<file path="src/rtl/demux_pkg.sv">
// Shared constants for the registered 1:2 bus router and its output slots.
package demux_pkg;

  localparam int   DEMUX_WIDTH_DEF = 32;
  localparam logic SEL_A           = 1'b0;
  localparam logic SEL_B           = 1'b1;

endpackage : demux_pkg

</file>
<file path="src/rtl/demux_out_slot.sv">
// One-entry registered output slot with valid/ready handshake.
// free means the slot can take a beat on the coming edge (empty, or draining now).
module demux_out_slot
  import demux_pkg::*;
#(
  parameter int WIDTH = DEMUX_WIDTH_DEF
) (
  input  logic             clk,
  input  logic             reset,
  input  logic             load,
  input  logic [WIDTH-1:0] load_data,
  output logic [WIDTH-1:0] out_data,
  output logic             out_valid,
  input  logic             out_ready,
  output logic             free
);

  logic [WIDTH-1:0] r_data;
  logic             r_valid;

  // NOTE: sequential state uses non-blocking assignments so every register
  // samples pre-edge values, independent of process evaluation order.
  always_ff @(posedge clk or posedge reset) begin
    if (reset) begin
      r_valid <= 1'b0;
      r_data  <= '0;
    end else if (load) begin
      // A load while draining reloads in place: no bubble between beats.
      r_valid <= 1'b1;
      r_data  <= load_data;
    end else if (out_ready) begin
      r_valid <= 1'b0;
    end
  end

  assign free      = !r_valid || out_ready;
  assign out_data  = r_data;
  assign out_valid = r_valid;

endmodule : demux_out_slot

</file>
<file path="src/rtl/demux1to2_bus_reg.sv">
// Registered 1:2 bus router: steers each input beat to slot A or B by in_sel.
// Optional BROADCAST_EN adds in_bcast, which loads both slots on the same edge.
module demux1to2_bus_reg
  import demux_pkg::*;
#(
  parameter int WIDTH = DEMUX_WIDTH_DEF
) (
  input  logic             clk,
  input  logic             reset,
  input  logic [WIDTH-1:0] in_data,
  input  logic             in_sel,
  input  logic             in_valid,
`ifdef BROADCAST_EN
  input  logic             in_bcast,
`endif
  output logic             in_ready,
  output logic [WIDTH-1:0] a_data,
  output logic             a_valid,
  input  logic             a_ready,
  output logic [WIDTH-1:0] b_data,
  output logic             b_valid,
  input  logic             b_ready
);

  logic w_free_a;
  logic w_free_b;
  logic w_in_ready;
  logic w_load_a;
  logic w_load_b;

  // NOTE: every signal written here gets a default first, so no path through
  // the block leaves it unassigned and no latch is inferred.
  always_comb begin
    w_in_ready = (in_sel == SEL_B) ? w_free_b : w_free_a;
    w_load_a   = in_valid && w_in_ready && (in_sel == SEL_A);
    w_load_b   = in_valid && w_in_ready && (in_sel == SEL_B);
`ifdef BROADCAST_EN
    if (in_bcast) begin
      w_in_ready = w_free_a && w_free_b;
      w_load_a   = in_valid && w_in_ready;
      w_load_b   = in_valid && w_in_ready;
    end
`endif
  end

  assign in_ready = w_in_ready;

  demux_out_slot #(.WIDTH(WIDTH)) u_slot_a (
    .clk       (clk),
    .reset     (reset),
    .load      (w_load_a),
    .load_data (in_data),
    .out_data  (a_data),
    .out_valid (a_valid),
    .out_ready (a_ready),
    .free      (w_free_a)
  );

  demux_out_slot #(.WIDTH(WIDTH)) u_slot_b (
    .clk       (clk),
    .reset     (reset),
    .load      (w_load_b),
    .load_data (in_data),
    .out_data  (b_data),
    .out_valid (b_valid),
    .out_ready (b_ready),
    .free      (w_free_b)
  );

endmodule : demux1to2_bus_reg

</file>
<file path="config.mk">
export PLATFORM = sky130hd
export DESIGN_NAME = demux1to2_bus_reg
export DESIGN_NICKNAME = d
export VERILOG_FILES = /design/src/rtl/demux_pkg.sv /design/src/rtl/demux_out_slot.sv /design/src/rtl/demux1to2_bus_reg.sv
export SDC_FILE = /design/constraint.sdc
export NUM_CORES = 1
export LEC_CHECK = 0
export BUFFER_PORTS_ARGS = -buffer_cell sky130_fd_sc_hd__buf_2
export CORE_MARGIN = 4
export CORE_UTILIZATION = 51
export DETAILED_ROUTE_END_ITERATION = 8
export PLACE_DENSITY = 0.85
export SLEW_MARGIN = 5
export SYNTH_ARGS = -nofsm -noshare
export SYNTH_HDL_FRONTEND = slang
export SYNTH_SLANG_ARGS = --single-unit
</file>
<file path="constraint.sdc">
create_clock -name clk -period 3.2 [get_ports clk]
set_input_delay 0.16 -clock clk [delete_from_list [all_inputs] [get_ports clk]]
set_output_delay 0.16 -clock clk [all_outputs]
set_load 0.005 [all_outputs]
</file>
### Word-level counts from Yosys, hierarchy flattened

Index checks and enable logic that the tools add are counted.

* memories: 0
* input port bits: 38
* ROM bits: 0
* word-level logic and storage cells: 19
* bits in latches: 0
* bits in writable memories: 0
* output and inout port bits: 67
* flip-flop bits (word level): 66

* equal/unequal tests: 0
* shifts and indexed selects: 0
* muxes and demuxes: 5
* $add $sub $neg: 0
* reduce and logical (&&, ||, !) cells: 9
* order comparisons: 0
* multipliers: 0
* divide/modulo/power cells: 0
* bitwise logic cells: 1

Operators with widths (number)
* $mux W1: 5
* $reduce_bool A2 Y1: 2
* $logic_and A1 B1 Y1: 3
* $logic_not A1 Y1: 2
* $logic_or A1 B1 Y1: 2
* $not A1 Y1: 1

### Depth between registers and ports, before layout

Gate-level depths: netlist (run 1).

* depth in word-level cells: 6
* gate-level depth with buffers: 4
* depth with buffers taken out: 3

### Hierarchy

A second synthesis (run 1) with hierarchy kept.

* cell total of the unflattened synthesis: 147
* area total of the unflattened synthesis: 2797.7 µm²

By module, submodules not included
* demux_out_slot: sequential area each 825.8 µm², cells each 72, area an instance 1382.6 µm², times used 2
* demux1to2_bus_reg: sequential area each 0.0 µm², cells each 3, area an instance 32.5 µm², times used 1

### Worst setup path before layout (run 1)

Ideal clock, no wire load.

* path type: reg-to-reg
* start point: reg u_slot_a.r_valid (netlist: u_slot_a.out_valid)
* end point: reg u_slot_a.r_data[0] (netlist: u_slot_a.out_data[0])
* data arrival time: 1.259 ns
* buffers on the path: 1
* cell stages (with the launch flop): 5
* setup slack: 1.816 ns
* required time: 3.075 ns
* period minus slack after synthesis: 1.384 ns
* library setup time: 0.125 ns
* cells stage by stage: dfrtp_1 nand2b_2 nor3b_4 buf_6 mux2_2

* longest elaborated chain between the ends: 5

Ends and longest elaborated chain
* from (decl): line demux_out_slot.sv:19 `logic r_valid;`
* from (signal assigned): line demux_out_slot.sv:25 `r_valid <= 1'b0;`
* from (signal assigned): line demux_out_slot.sv:29 `r_valid <= 1'b1;`
* from (signal assigned): line demux_out_slot.sv:32 `r_valid <= 1'b0;`
* $logic_not A1 Y1: line demux_out_slot.sv:36 `assign free = !r_valid || out_ready;`
* $logic_or A1 B1 Y1: line demux_out_slot.sv:36
* $mux W1: line demux1to2_bus_reg.sv:34 `w_in_ready = (in_sel == SEL_B) ? w_free_b : w_free_a;`
* $logic_and A1 B1 Y1 (2 in series): line demux1to2_bus_reg.sv:35 `w_load_a = in_valid && w_in_ready && (in_sel == SEL_A);`
* to (signal assigned): line demux_out_slot.sv:30 `r_data <= load_data;`
* to (decl): line demux_out_slot.sv:18 `logic [WIDTH-1:0] r_data;`

Every way passes these cells.
A chain may end at the register's enable or synchronous reset.

### Worst setup path after layout (run 1)

* start point: reg u_slot_b.r_valid (netlist: u_slot_b.out_valid)
* end point: reg u_slot_b.r_data[5] (netlist: u_slot_b.out_data[5])

* longest elaborated chain between the ends: 5

Ends and longest elaborated chain
* from (decl): line demux_out_slot.sv:19
* from (signal assigned): line demux_out_slot.sv:25
* from (signal assigned): line demux_out_slot.sv:29
* from (signal assigned): line demux_out_slot.sv:32
* $logic_not A1 Y1: line demux_out_slot.sv:36
* $logic_or A1 B1 Y1: line demux_out_slot.sv:36
* $mux W1: line demux1to2_bus_reg.sv:34
* $logic_and A1 B1 Y1 (2 in series): line demux1to2_bus_reg.sv:36 `w_load_b = in_valid && w_in_ready && (in_sel == SEL_B);`
* to (signal assigned): line demux_out_slot.sv:30
* to (decl): line demux_out_slot.sv:18

Every way passes these cells.

==> summary.txt, run 1 <==
CP max-delay cell: nor2_4
Ports: 105
Layout cells sized above 1: 70.6%
Vias/cell: 4.87
Htree depth: 3
Reg2reg path depth: 3
Run status: finished, final reports clean
Non-Filler Instances: 329
RD Place Congestion: 0.688
Post-route cell area: 0.00322 mm^2
Max-Cap Viols: 0
Setup tns final: 0 ps
Register area share after synthesis: 65.4%
Crit path to: u_slot_b.out_data[5]$_DFFE_PP0P_
Crit path buf inv count: 0
WL/cell: 15.0 um
Clock Tree Root: clkbuf_8
DRC Markers: 0
WS Path Type: reg -> reg
Startpoint types: flip-flop
Hold_ws: 64.3 ps
Max Slew Vio Count: 0
Synth-to-Final Area Change: 27.7%
Die area: 0.00614 mm^2
Starting Density: 53.1%
RR Startpoint: u_slot_b.out_valid$_DFFE_PP0P_
CTS Hold Bufs: 0
Core Area: 0.00475 mm^2
Critical Path AT: 2050 ps
Die X: 78.3 um
Crit. path cell count: 3
Critical Path Start: u_slot_b.out_valid$_DFFE_PP0P_
Max Fclk: 542 MHz
CTS tree: yes
Total Routing Usage GR: 18.0%
Final critical-path required period: 1850 ps
Cells after DPL: 314
Average size of a mapped cell: 17.2 um^2
Hold Path Class: in -> reg
Antenna cells: 0
Worst r2r dst: u_slot_b.out_data[5]$_DFFE_PP0P_
Via count: 1,603
Pwr Density: 624 mW/mm^2
Worst Slack Setup Final: 1350 ps
Power Total: 2.01 mW
Pleak: 1.56 nW
Global-route wire length before repair: 8430 um
Worst stage delay on the critical path: 710 ps
Initial antenna violation count: 0
Slew @ Worst Pin: 1060 ps
Row cnt: 25
Placed Instance Area: 0.00307 mm^2
Pre-CTS WS: 1350 ps
Netlist cell types: 15
Top delay family on crit path: simple AND/OR/NAND/NOR gates
Syn Std Cell Area: 0.00252 mm^2
CTS clk-pin slew, worst paths: 60 ps
Routed wire length: 4950 um
TritonCTS Sinks: 66
Worst slew margin: 29.4%
Port bufs: 104
CP endpoint kind: flip-flop
Post-synthesis sequential element count: 66
YS warnings: 0
Detailed Routing Iterations Pass 1: 4
Resized Gates After CTS: 0
GRT Residual Overflow: 0
Post-DP HPWL: 3550 um
RSZ-0062 raised after global routing: false
Iteration-0 DRC Markers: 50
Die Ht: 78.3 um
Worst Skew: 6.13 ps
Worst-path cell chain: and2b_1 -> nor2_4 -> mux2_2
CTS max path bufs: 2
Tcrit/Tclk final: 57.7%
Routed Antenna Nets: 0
CP max FO: 32
Fillcell total: 380
Final setup viols: 0
Largest net degree at the start of global routing: 54
Post-synthesis cell count: 147
Syn nets: 185
Vias in the first global route: 1,744
Clock Latency Late Sink: 330 ps
Worst vdd ir: 378 uV
Post-Route Utilization: 67.8%
Nets: 296
Final hold vios: 0
Reg2Reg Setup Slack: 1350 ps
TritonCTS buffer count: 9
Worst path required time: 3410 ps
Post-CTS setup buffer count: 0
## worst min-delay path by stage
| stage | startpoint | end | slack (ps) | cells past startpoint |
|---|---|---|---|---|
| finish | in_data[25] | u_slot_b.out_data[25]$_DFFE_PP0P_ | 60 | 2 |
| global route | in_data[28] | u_slot_b.out_data[28]$_DFFE_PP0P_ | 50 | 2 |
| CTS | in_data[25] | u_slot_b.out_data[25]$_DFFE_PP0P_ | 50 | 2 |
| detailed placement | in_data[25] | u_slot_b.out_data[25]$_DFFE_PP0P_ | 400 | 2 |
| global placement | in_data[24] | u_slot_b.out_data[24]$_DFFE_PP0P_ | 400 | 2 |
| floorplan | in_sel | u_slot_a.out_valid$_DFFE_PP0P_ | 270 | 1 |
## cell families after synthesis
logic type / count (synthesis) / share of synthesized area (%)
flip-flops: 66 / 65.4
multiplexers: 64 / 28.6
buffers and inverters: 8 / 3.17
AND/OR/NAND/NOR: 7 / 2.43
AO/OA/AOI/OAI: 2 / 0.396
## cell usage after synthesis (all sizes together)
library cell	n	area share, %
o21ai	1	0.20
inv	2	0.30
nand2b	1	0.35
or2b	1	0.30
clkbuf	2	1.1
nor2	2	0.59
a21oi	1	0.20
and2b	1	0.30
mux2	64	29
buf	4	1.8
nand2	1	0.15
nor3b	1	0.74
dfrtp	66	65
## sequential cells by signal, summed over array words and instances, names as in the netlist
signal	flops
u_slot_a.out_data	32
u_slot_a.out_valid	1
u_slot_b.out_data	32
u_slot_b.out_valid	1
## routing by layer
| metal | vias to the layer above | wire length [um] | GRT usage, % |
|---|---|---|---|
| li1 | 739 | - | - |
| met1 | 773 | 2100 | 22.4 |
| met2 | 81 | 2190 | 27.3 |
| met3 | 10 | 549 | 6.77 |
| met4 | 0 | 108 | 9.27 |
| met5 | - | 0 | 0 |
## where the power goes
part	switching, mW	total, mW	internal, mW
sequential	0.0705	1.05	0.984
clock	0.285	0.557	0.272
combinational	0.161	0.399	0.237
total	0.517	2.01	1.49
## worst reg2reg max path: cells and delay by family, from the launching register on
family	cells	cell delay [ps]
DFF	1	370
muxes	1	450
and+or+nand+nor	2	910
## final cells by class
class	count	area (um^2)	share of cell area, %
Sequential cell	66	1650	51.3
Multi-Input combinational cell	73	792	24.6
Timing Repair Buffer	106	536	16.6
Clock buffer	11	131	4.08
Tap cell	67	83.8	2.60
Clock inverter	4	20.0	0.621
Inverter	2	7.51	0.233
## layout by cell type (no fill, tap or decap)
| master | n |
|---|---|
| a21oi_1 | 1 |
| buf_4 | 2 |
| o21ai_0 | 1 |
| clkbuf_1 | 2 |
| nor2_4 | 1 |
| mux2_1 | 2 |
| mux2_2 | 62 |
| or2b_1 | 1 |
| nor2_1 | 1 |
| buf_2 | 104 |
| clkinv_2 | 4 |
| nor3b_4 | 1 |
| nand2_1 | 1 |
| and2b_1 | 1 |
| nand2b_2 | 1 |
| clkbuf_8 | 9 |
| inv_2 | 1 |
| inv_1 | 1 |
| dfrtp_1 | 66 |
Power figures use the tool's default switching activity.
==> inputs of run 2 (changes only) <==
--- a/config.mk
+++ b/config.mk
@@ -5,11 +5,12 @@
 export SDC_FILE = /design/constraint.sdc
 export NUM_CORES = 1
 export LEC_CHECK = 0
+export ABC_AREA = 1
 export BUFFER_PORTS_ARGS = -buffer_cell sky130_fd_sc_hd__buf_2
 export CORE_MARGIN = 4
-export CORE_UTILIZATION = 51
+export CORE_UTILIZATION = 48
 export DETAILED_ROUTE_END_ITERATION = 8
-export PLACE_DENSITY = 0.85
+export PLACE_DENSITY = 0.8
 export SLEW_MARGIN = 5
 export SYNTH_ARGS = -nofsm -noshare
 export SYNTH_HDL_FRONTEND = slang
==> constraint.sdc (replaced) <==
create_clock -name clk -period 1.86 [get_ports clk]
set_input_delay 0.093 -clock clk [delete_from_list [all_inputs] [get_ports clk]]
set_output_delay 0.093 -clock clk [all_outputs]
set_load 0.005 [all_outputs]
==> summary.txt, run 2 <==
Run status: finished, final reports clean
Most frequent cells in the layout: 134 x nand2_1, 104 x buf_2, 66 x dfrtp_1, 64 x nand4_1, 10 x clkbuf_8
Hold_ws: 28.4 ps (-35.9 ps)
Layout cells sized above 1: 32.0% (-39 points)
Syn Std Cell Area: 0.00271 mm^2 (+7.5%)
Top cell type's share of synthesized area: 60.9% (-4.6 points)
Final hold vios: 0 (unchanged)
CTS max path bufs: 2 (unchanged)
Max-Cap Viols: 0 (unchanged)
RD Place Congestion: 0.763 (+11%)
Routed wire length: 7150 um (+45%)
Worst Slack Setup Final: 375 ps (-980 ps)
Post-synth ARST share: 100% (unchanged)
Iteration-0 DRC Markers: 156 (+210%)
Fillcell total: 475 (+25%)
Ys flop type: dfrtp_1
Post-DP HPWL: 4860 um (+37%)
Reg2reg path depth: 5 (+2)
TritonCTS Sinks: 66 (unchanged)
Register area share after synthesis: 60.9% (-4.6 points)
Max Fclk: 674 MHz
Netlist cell types: 10 (-5)
WS Path Type: reg -> out
Worst stage delay on the critical path: 390 ps (-320 ps)
Startpoint types: flip-flop
Via count: 2,508 (+56%)
Synth area leader: dfrtp_1
GRT Residual Overflow: 0 (unchanged)
CP max-delay cell: dfrtp_1
Non-Filler Instances: 472 (+43%)
Top cells by area, synth: dfrtp_1 61%, nand2_1 19%, nand4_1 15%
Pre-CTS WS: 564 ps (-786 ps)
Most common cell after layout, fill and taps aside: nand2_1
CP endpoint kind: primary output
CP max FO: 34 (+6.3%)
Clock Tree Root: clkbuf_8
Origin of the worst min-delay path: in_data[4]
DRC Markers: 0 (unchanged)
CTS clk-pin slew, worst paths: 60 ps (about the same)
Setup tns final: 0 ps (unchanged)
Worst vdd ir: 439 uV (+16%)
Post-CTS setup buffer count: 0 (unchanged)
Global-route wire length before repair: 12,000 um (+42%)
Pleak: 1.98 nW (+26%)
Worst path required time: 1770 ps (-1640 ps)
Core Area: 0.00551 mm^2 (+16%)
Tcrit/Tclk final: 79.8%
RSZ-0062 raised after global routing: false
Synth-to-Final Area Change: 27.2%
YS warnings: 0 (unchanged)
CP dominant cell by count: nand2_1
Worst Skew: 5.66 ps (-0.469 ps)
Worst slew margin: 72.7% (+43 points)
Routed Antenna Nets: 0 (unchanged)
RR Startpoint: u_slot_a.out_valid$_DFFE_PP0P_
Syn nets: 335 (+81%)
Post-synthesis sequential element count: 66 (unchanged)
Antenna cells: 0 (unchanged)
Critical Path Start: u_slot_b.out_valid$_DFFE_PP0P_
Initial antenna violation count: 1 (+1)
Vias in the first global route: 2,476 (+42%)
Die area: 0.00692 mm^2 (+13%)
Largest net degree at the start of global routing: 67 (+24%)
Vias/cell: 5.31 (+9.1%)
Worst hold stages: 3 (+1)
Post-synth EDFFs: 0 (unchanged)
Nets: 435 (+47%)
Htree depth: 3 (unchanged)
Critical Path AT: 1390 ps (-660 ps)
Final setup viols: 0 (unchanged)
Hold Path Class: in -> reg
Crit. path cell count: 5 (+2)
Max Slew Vio Count: 0 (unchanged)
Final critical-path required period: 1480 ps
CTS tree: yes
Worst-path cell chain: nand2_2 -> buf_4 -> nand2_1 -> nand2_1 -> buf_2
Count leader, synth: nand2_1
Crit path buf inv count: 2 (+2)
Post-Route Utilization: 62.7% (-5.1 points)
Port bufs: 104 (unchanged)
Average size of a mapped cell: 9.14 um^2 (-47%)
Row cnt: 27 (+8.0%)
Detailed Routing Iterations Pass 1: 4 (unchanged)
TritonCTS buffer count: 9 (unchanged)
Pwr Density: 999 mW/mm^2 (+60%)
Slew @ Worst Pin: 409 ps (-648 ps)
Clock Latency Late Sink: 320 ps (about the same)
Cells after DPL: 457 (+46%)
Die X: 83.2 um (+6.2%)
Die Ht: 83.2 um (+6.2%)
Total Routing Usage GR: 21.1% (+3.2 points)
Starting Density: 49.3% (-3.8 points)
WL/cell: 15.2 um (+0.79%)
Post-synthesis cell count: 297 (+100%)
Ports: 105 (unchanged)
Top delay family on crit path: buffers and inverters
Top cells by count, synth: 134 x nand2_1, 66 x dfrtp_1, 64 x nand4_1, 20 x buf_2, 6 x clkbuf_1
==> run 2: stage by stage <==
stage	power (mW)	area, um^2
after floorplan	2.12	2710
after global placement	2.47	3290
after detailed placement	2.50	3290
after CTS	3.49	3450
after global routing	3.66	3450
final	3.45	3450
==> run 2: path summary, 6_finish.rpt <==
| kind | to | slack [ps] |
|---|---|---|
| max | in_ready | 380 |
| max reg2reg | u_slot_a.out_data[10]$_DFFE_PP0P_ | 570 |
| min in group asynchronous | u_slot_a.out_data[28]$_DFFE_PP0P_ | 380 |
| min | u_slot_a.out_data[4]$_DFFE_PP0P_ | 30 |
| max in group asynchronous | u_slot_b.out_data[6]$_DFFE_PP0P_ | 1190 |
| min reg2reg | u_slot_a.out_data[31]$_DFFE_PP0P_ | 460 |
==> run 2: worst register-to-register path: cells and delay by family (launching register included) <==
| kind | cells | cell delay (ps) |
|---|---|---|
| buffers and inverters | 1 | 320 |
| AND/OR/NAND/NOR | 4 | 500 |
| flip-flops | 1 | 370 |
==> run 2: power breakdown <==
part           switching, mW  total (mW)  internal, mW
sequential             0.127        1.79          1.66
combinational          0.381       0.680         0.299
clock                  0.471       0.979         0.508
==> run 2: timing repair <==
action / in CTS / in global routing
hold buffers: 1 / 0
hold endpoints to repair: 66 / 0
resized for setup: 0 / 0
==> run 2: cells by family after synthesis <==
family / synth area share, %
simple gates: 34.1
flops: 60.9
buf+inv: 5.07
==> run 2: layout make-up <==
type	instances	area, um^2	share of cell area (%)
Tap cell	72	90.1	2.61
Inverter	4	15.0	0.435
Sequential cell	66	1650	47.8
Timing Repair Buffer	115	618	17.9
Clock buffer	14	153	4.42
Multi-Input combinational cell	201	925	26.8
==> run 2: metal layers <==
layer | share of wire (%) | track usage [%] | up-vias
li1 | - | - | 1205
met1 | 42 | 26.5 | 1202
met2 | 50 | 34.9 | 91
met3 | 6.8 | 5.36 | 8
met4 | 0.95 | 8.77 | 2
met5 | 0.27 | 0 | -
